[src/rtl/digit_serial_subtractor.sv]
// Digit-serial unsigned subtractor: computes minuend - subtrahend - borrow_in one DIGIT-wide
// slice per clock, least-significant digit first, with valid/ready on both sides.
module digit_serial_subtractor #(
    parameter int unsigned parallelism = 32,
    parameter int unsigned DIGIT       = 8
) (
    input  logic                   clk,
    input  logic                   rst,
    input  logic                   in_valid,
    output logic                   in_ready,
    input  logic [parallelism-1:0] minuend,
    input  logic [parallelism-1:0] subtrahend,
    input  logic                   borrow_in,
    output logic                   out_valid,
    input  logic                   out_ready,
    output logic [parallelism-1:0] diff,
    output logic                   borrow_out
);

    localparam int unsigned N  = parallelism / DIGIT;
    localparam int unsigned CW = (N > 1) ? $clog2(N) : 1;
    localparam logic [CW-1:0] LastDigit = CW'(N - 1);
    localparam logic [parallelism-1:0] DigitMask = parallelism'({DIGIT{1'b1}});

    typedef enum logic [1:0] {StIdle, StRun, StDone} state_e;

    state_e                 state_q, state_d;
    logic [parallelism-1:0] a_q, b_q, diff_q, diff_d;
    logic [CW-1:0]          cnt_q;
    logic                   borrow_q, borrow_out_q;

    logic [31:0]            base;
    logic [parallelism-1:0] a_sh, b_sh;
    logic [DIGIT-1:0]       a_dig, b_dig, d_dig;
    logic                   b_dig_out;
    logic                   accept, last;

    assign accept = (state_q == StIdle) && in_valid;
    assign last   = (cnt_q == LastDigit);

    // Select digit k of both operands and subtract it with the ripple borrow.
    always_comb begin
        base  = 32'(cnt_q) * DIGIT;
        a_sh  = a_q >> base;
        b_sh  = b_q >> base;
        a_dig = a_sh[DIGIT-1:0];
        b_dig = b_sh[DIGIT-1:0];
        // The extra MSB of the DIGIT+1 bit difference is set exactly when the digit underflows.
        {b_dig_out, d_dig} = {1'b0, a_dig} - {1'b0, b_dig} - {{DIGIT{1'b0}}, borrow_q};
        diff_d = (diff_q & ~(DigitMask << base)) | (parallelism'(d_dig) << base);
    end

    // Next-state and handshake outputs.
    always_comb begin
        state_d   = state_q;
        in_ready  = 1'b0;
        out_valid = 1'b0;
        unique case (state_q)
            StIdle: begin
                in_ready = 1'b1;
                if (in_valid) state_d = StRun;
            end
            StRun: begin
                if (last) state_d = StDone;
            end
            StDone: begin
                out_valid = 1'b1;
                if (out_ready) state_d = StIdle;
            end
            default: state_d = StIdle;
        endcase
    end

    // State register; reset aborts any operation in flight.
    always_ff @(posedge clk) begin
        if (rst) state_q <= StIdle;
        else     state_q <= state_d;
    end

    // Operand capture at accept and per-digit result/borrow update during RUN.
    always_ff @(posedge clk) begin
        if (rst) begin
            a_q          <= '0;
            b_q          <= '0;
            diff_q       <= '0;
            cnt_q        <= '0;
            borrow_q     <= 1'b0;
            borrow_out_q <= 1'b0;
        end else if (accept) begin
            a_q      <= minuend;
            b_q      <= subtrahend;
            borrow_q <= borrow_in;
            cnt_q    <= '0;
        end else if (state_q == StRun) begin
            diff_q   <= diff_d;
            borrow_q <= b_dig_out;
            cnt_q    <= cnt_q + CW'(1);
            if (last) borrow_out_q <= b_dig_out;
        end
    end

    assign diff       = diff_q;
    assign borrow_out = borrow_out_q;

endmodule

[config.mk]
export PLATFORM = sky130hd
export DESIGN_NAME = digit_serial_subtractor
export DESIGN_NICKNAME = d
export VERILOG_FILES = /design/src/rtl/digit_serial_subtractor.sv
export SDC_FILE = /design/constraint.sdc
export NUM_CORES = 1
export LEC_CHECK = 0
export CAP_MARGIN = 20
export CORE_ASPECT_RATIO = 1.4
export CORE_MARGIN = 1.5
export CORE_UTILIZATION = 40
export DETAILED_ROUTE_END_ITERATION = 10
export PLACE_DENSITY_LB_ADDON = 0.15
export SLEW_MARGIN = 15
export SYNTH_ARGS = -nofsm -noshare
export SYNTH_HDL_FRONTEND = slang
export SYNTH_SLANG_ARGS = --single-unit
[constraint.sdc]
create_clock -name clk -period 5.1 [get_ports clk]
set_clock_uncertainty 0.1 [all_clocks]
set_input_delay 1.53 -clock clk [delete_from_list [all_inputs] [get_ports clk]]
set_output_delay 1.53 -clock clk [all_outputs]
set_load 0.1 [all_outputs]
* After elaboration in Yosys (flattened, before gate mapping)
Index checks and enable logic that the tools add are counted.
Storage, ports and cells: register bits 102, input bits 69, output and inout bits 35, word-level logic and storage cells 39
Cells by class: $add $sub $neg 3, eq/ne operators 6, shift-type cells 4, mux-type cells 8, bitwise gates (word level) 4, reductions and logical operators 7
Operators with widths (number):
- $shr A32 B5 Y8 | 2
- $and A32 B32 Y32 | 1
- $not A32 Y32 | 1
- $or A32 B32 Y32 | 1
- $shl A8 B5 Y32 | 1
- $shl A8 B5 Y32 const A | 1
- $sub A8 B8 Y9 | 1
- $sub A9 B1 Y9 | 1
- $mux W2 | 3
- $ne A2 B2 Y1 const B | 3
- $pmux W2 S3 | 1
- $reduce_and A3 Y1 | 2
- $eq A2 B2 Y1 const B | 2
- $mux W1 | 4
- $add A2 B1 Y2 const B | 1
- $eq A2 B1 Y1 const B | 1
- $logic_not A2 Y1 | 1
- $reduce_and A2 Y1 | 1
- $reduce_bool A2 Y1 | 1
- $reduce_or A2 Y1 | 1
- $logic_and A1 B1 Y1 | 1
- $not A1 Y1 | 1

* Logic depth before layout (Yosys ltp)
depth after elaboration 5, mapped depth 12, depth with buffers taken out 10

* Least setup slack after synthesis
Ideal clock, no wire load.
path kind flip-flop to flip-flop, start point reg cnt_q[0], end point reg borrow_q, library setup time 0.079 ns, arrival 3.617 ns, data required time 4.921 ns, path slack 1.304 ns, cell stages (with the launch flop) 11, path buffers 2, clock period less this slack 3.796 ns, path through dfxtp_1 > buf_2 > buf_2 > mux4_2 > fa_1 > fa_1 > nand2b_1 > a2111oi_2 > o31ai_1 > or4_1 > o211ai_1
On the way: cells in the longest elaborated chain, start to end 5, elaborated cells on any way between the ends 6, those cells by class 2 x add/sub; 2 x shift; 2 x mux
RTL lines:
- start, declared | RTL line 29 | logic [CW-1:0] cnt_q;
- start signal, assigned | RTL line 97 | cnt_q <= cnt_q + CW'(1);
- $shr A32 B5 Y8 (on tied branches) | RTL line 44, 45
- $sub A8 B8 Y9 (*) | RTL line 49 | {b_dig_out, d_dig} = {1'b0, a_dig} - {1'b0, b_dig} - {{DIGIT{1'b0}}, borrow_q};
- $sub A9 B1 Y9 (*) | RTL line 49
- $mux W1 (*) | RTL line 94 | end else if (state_q == StRun) begin
- $mux W1 (*) | RTL line 89 | end else if (accept) begin
- end signal, assigned | RTL line 92 | borrow_q <= borrow_in;
- end signal, assigned | RTL line 96 | borrow_q <= b_dig_out;
- end, declared | RTL line 30 | logic borrow_q, borrow_out_q;
Every way passes the cells marked *; elsewhere a longest branch is shown, timed or not. The select of a mux whose other input is x is not followed. A chain may end at the register's enable or synchronous reset.

* Worst setup path after layout
Ends and elaborated chain as after synthesis.

==> run_results.csv <==
group,metric,value,unit
final_layout,multi_input_area,2175,µm²
clock_tree,ctsResizeCount,0,
yosys,synth_area_leaders,"dfxtp_1 (46%), nand2_1 (12%), a21oi_1 (8.7%), mux4_2 (8.2%), ha_1 (4.5%)",
detailed_routing,drtIter0Drc,246,
final_layout,diodes,0,
setup_path,cp_max_fo,12,
detailed_routing,drt-pass1-iter-count,4,
yosys,synth_top_cell_area_share,46.27,%
setup_path,max_stage_delay,0.81,ns
placed_design,portBuffers,103,
yosys,ys_ff_latch,102,
detailed_routing,route.detailed.wl_per_inst,14.46,µm
detailed_routing,wirelength_met1,4.633,mm
clock_tree,clkSinkCount,102,
job,max_cap_viol_count,0,
setup_path,worstSetupStartpointType,"flop",
setup_path,rr_startpoint,"cnt_q[0]",
timing,rsz0062_at_grt,"no",
clock_tree,cts_buffer_depth,2,
status,status,"completed",
power_and_ir_drop,powerDensity,345.0,nW/µm²
floorplanning,rows,45,
timing,period_share,76.16,%
detailed_routing,vias,3784,
setup_path,cp-startpoint,"cnt_q[0]",
timing,final-hold-violation-count,0,
detailed_routing,drc,0,
setup_path,cp_common_cell,"fa_1",
floorplanning,dieArea,11680,µm²
yosys,synth_cells,511,
setup_path,crit_family,"adder cells",
detailed_routing,top_layer,"met4",
clock_tree,postCtsHoldBufs,0,
global_route,antenna_found_initial,0,
final_layout,final_cell_mix,"nand2_1 (139), dfxtp_1 (102), clkdlybuf4s50_1 (102)",
timing,finalCriticalPeriod,3.884,ns
timing,fmax,257.5,MHz
yosys,synth.yosys.seq_area_share,46.27,%
yosys,syn_area_per_cell,8.636,µm²
timing,slew_viol_final,0,
timing,worstMarginPinSlew,1.041,ns
final_layout,final_common_cell,"nand2_1",
detailed_routing,vias_per_cell,5.093,
floorplanning,num_io_pins,104,
global_route,grt_start_max_net_pins,109,
yosys,yosysUniqueCellTypes,35,
power_and_ir_drop,leakage,2.134,nW
yosys,syn_nets,598,
floorplanning,fp.dieW,91.77,µm
clock_tree,numCtsBuffers,9,
final_layout,drive_gt1_share,6.478,%
global_route,grt_first_pass_wirelength,17.97,mm
setup_path,crit_buf_inv,0,
timing,setup_viol,0,
detailed_routing,final_antenna_net_count,0,
final_layout,fill_cells,1030,
global_route,grt_pass1_vias,3727,
worst_hold_path,holdCritStartpoint,"b_q[19]",
clock_tree,cts_tree,"yes",
setup_path,arrival,4.05,ns
yosys,yosysWarnings,0,
setup_path,reg2reg_setup_slack,1.22,ns
yosys,netlist.top_cell.by_area,"dfxtp_1",
final_layout,postLayoutCoreUtil,53.88,%
floorplanning,die_h,127.3,µm
timing,max_slew_margin,30.03,%
clock_tree,post_cts_buffers,0,
final_layout,fin_nets,684,
final_layout,stdcell_count,743,
timing,tns,0,ns
placed_design,dp_slack,1.212,ns
final_layout,seq_area,2042,µm²
placed_design,gp_congestion,0.8223,
global_route,grt.overflow.total,0,
setup_path,slowest_stage,"dfxtp_1",
floorplanning,core,10810,µm²
yosys,syn-cell-area,4413,µm²
detailed_routing,wl_met2,5.510,mm
setup_path,path_class,"reg -> reg",
floorplanning,initial_core_util,40.82,%
setup_path,cp_cell_sequence,"mux4_2 > fa_1 > fa_1 > nand2b_1 > a2111oi_2 > o31ai_1 > or4_1 > o211ai_1",
final_layout,syn2layout_area_growth,31.98,%
setup_path,end_kind,"flop",
worst_hold_path,min_path_type,"reg -> reg",
timing,layout_setup_ws,1.216,ns
detailed_routing,wl_met3,463,µm
global_route,track_usage,19.58,%
placed_design,placedCellCount,726,
power_and_ir_drop,ir_drop,211.3,µV
clock_tree,insertion_delay,0.34,ns
placed_design,hpwl,7.672,mm
clock_tree,clock-root-buffer,"clkbuf_16",
detailed_routing,wirelength,10.74,mm
clock_tree,path_clk_slew,0.07,ns
clock_tree,cts_htree_levels,3,
setup_path,worstPathRequired,5.26,ns
==> report_power, final <==
part / switching [W] / internal (W)
registers: 0.0000274 / 0.000842
clock network: 0.000285 / 0.000381
logic: 0.000292 / 0.000182
total: 0.000605 / 0.00140
==> Yosys cell counts <==
master       n
nor2b_1      2
fa_1         2
mux2i_1      1
xor2_1       3
o31ai_1      1
ha_1        16
or4_1        1
a211o_1      1
a2111oi_2    1
dfxtp_1    102
clkbuf_1    28
nand2b_1     7
a21o_1       1
o21ai_1      2
and3_1       1
nor2_1      31
inv_1       22
a32oi_1      4
o21ai_0      5
a221oi_2     1
o21a_1       2
o41ai_1      2
buf_2        2
buf_1        2
nor3_1       6
nand3b_1     4
o211ai_1     1
a21oi_1     77
mux4_2      16
nand2_1    140
nand4b_1     1
and2_1       1
xnor2_1      3
a22oi_1     21
a311oi_1     1
==> final timing paths <==
path	end	cells past startpoint
setup reg to reg	borrow_q	8
hold reg to reg	b_q[19]	2
setup / recovery	borrow_q	8
hold / removal	b_q[19]	2
==> through the flow <==
step / cell area (µm²) / hold slack (ns) / power, W
floorplan: 4413 / 0.3331 / 0.001210
global placement: 5522 / 0.3433 / 0.001351
detailed placement: 5522 / 0.3440 / 0.001360
global route: 5824 / 0.3656 / 0.002112
CTS: 5814 / 0.3528 / 0.002028
finish: 5824 / 0.3547 / 0.002009
==> worst min-delay path, delay by kind of cell (launching register included) <==
kind,cells,cell delay (ns)
compound gates,1,0.05
flops,1,0.31
simple gates,1,0.05
==> sequential cells by signal (all words and copies together) (netlist names) <==
register / flops
a_q: 32
borrow_q: 1
b_q: 32
borrow_out: 1
cnt_q: 2
state_q: 2
diff: 32
==> final cells by class <==
| class | instances | share of cell area [%] |
|---|---|---|
| clock inverters | 5 | 1.031 |
| flip-flops and latches | 102 | 35.06 |
| multi-input cells | 355 | 37.34 |
| clock buffers | 11 | 3.996 |
| repair buffers | 107 | 18.13 |
| inverters | 22 | 1.418 |
| well taps | 141 | 3.029 |
==> routing by layer <==
layer,GRT usage (%),vias up
met3,3.631,7
met2,33.89,102
met5,0,-
met1,24.43,1764
li1,-,1911
met4,6.787,0
==> logic make-up after synthesis <==
logic type,Yosys count,share of synthesized area (%)
AO/OA/AOI/OAI,120,16.22
XOR/XNOR,6,1.191
adder cells (fa/ha/maj),18,5.444
buffers and inverters,54,4.650
flip-flops,102,46.27
multiplexers,17,8.393
AND/OR/NAND/NOR,194,17.83
(Power assumes the default switching activity.)
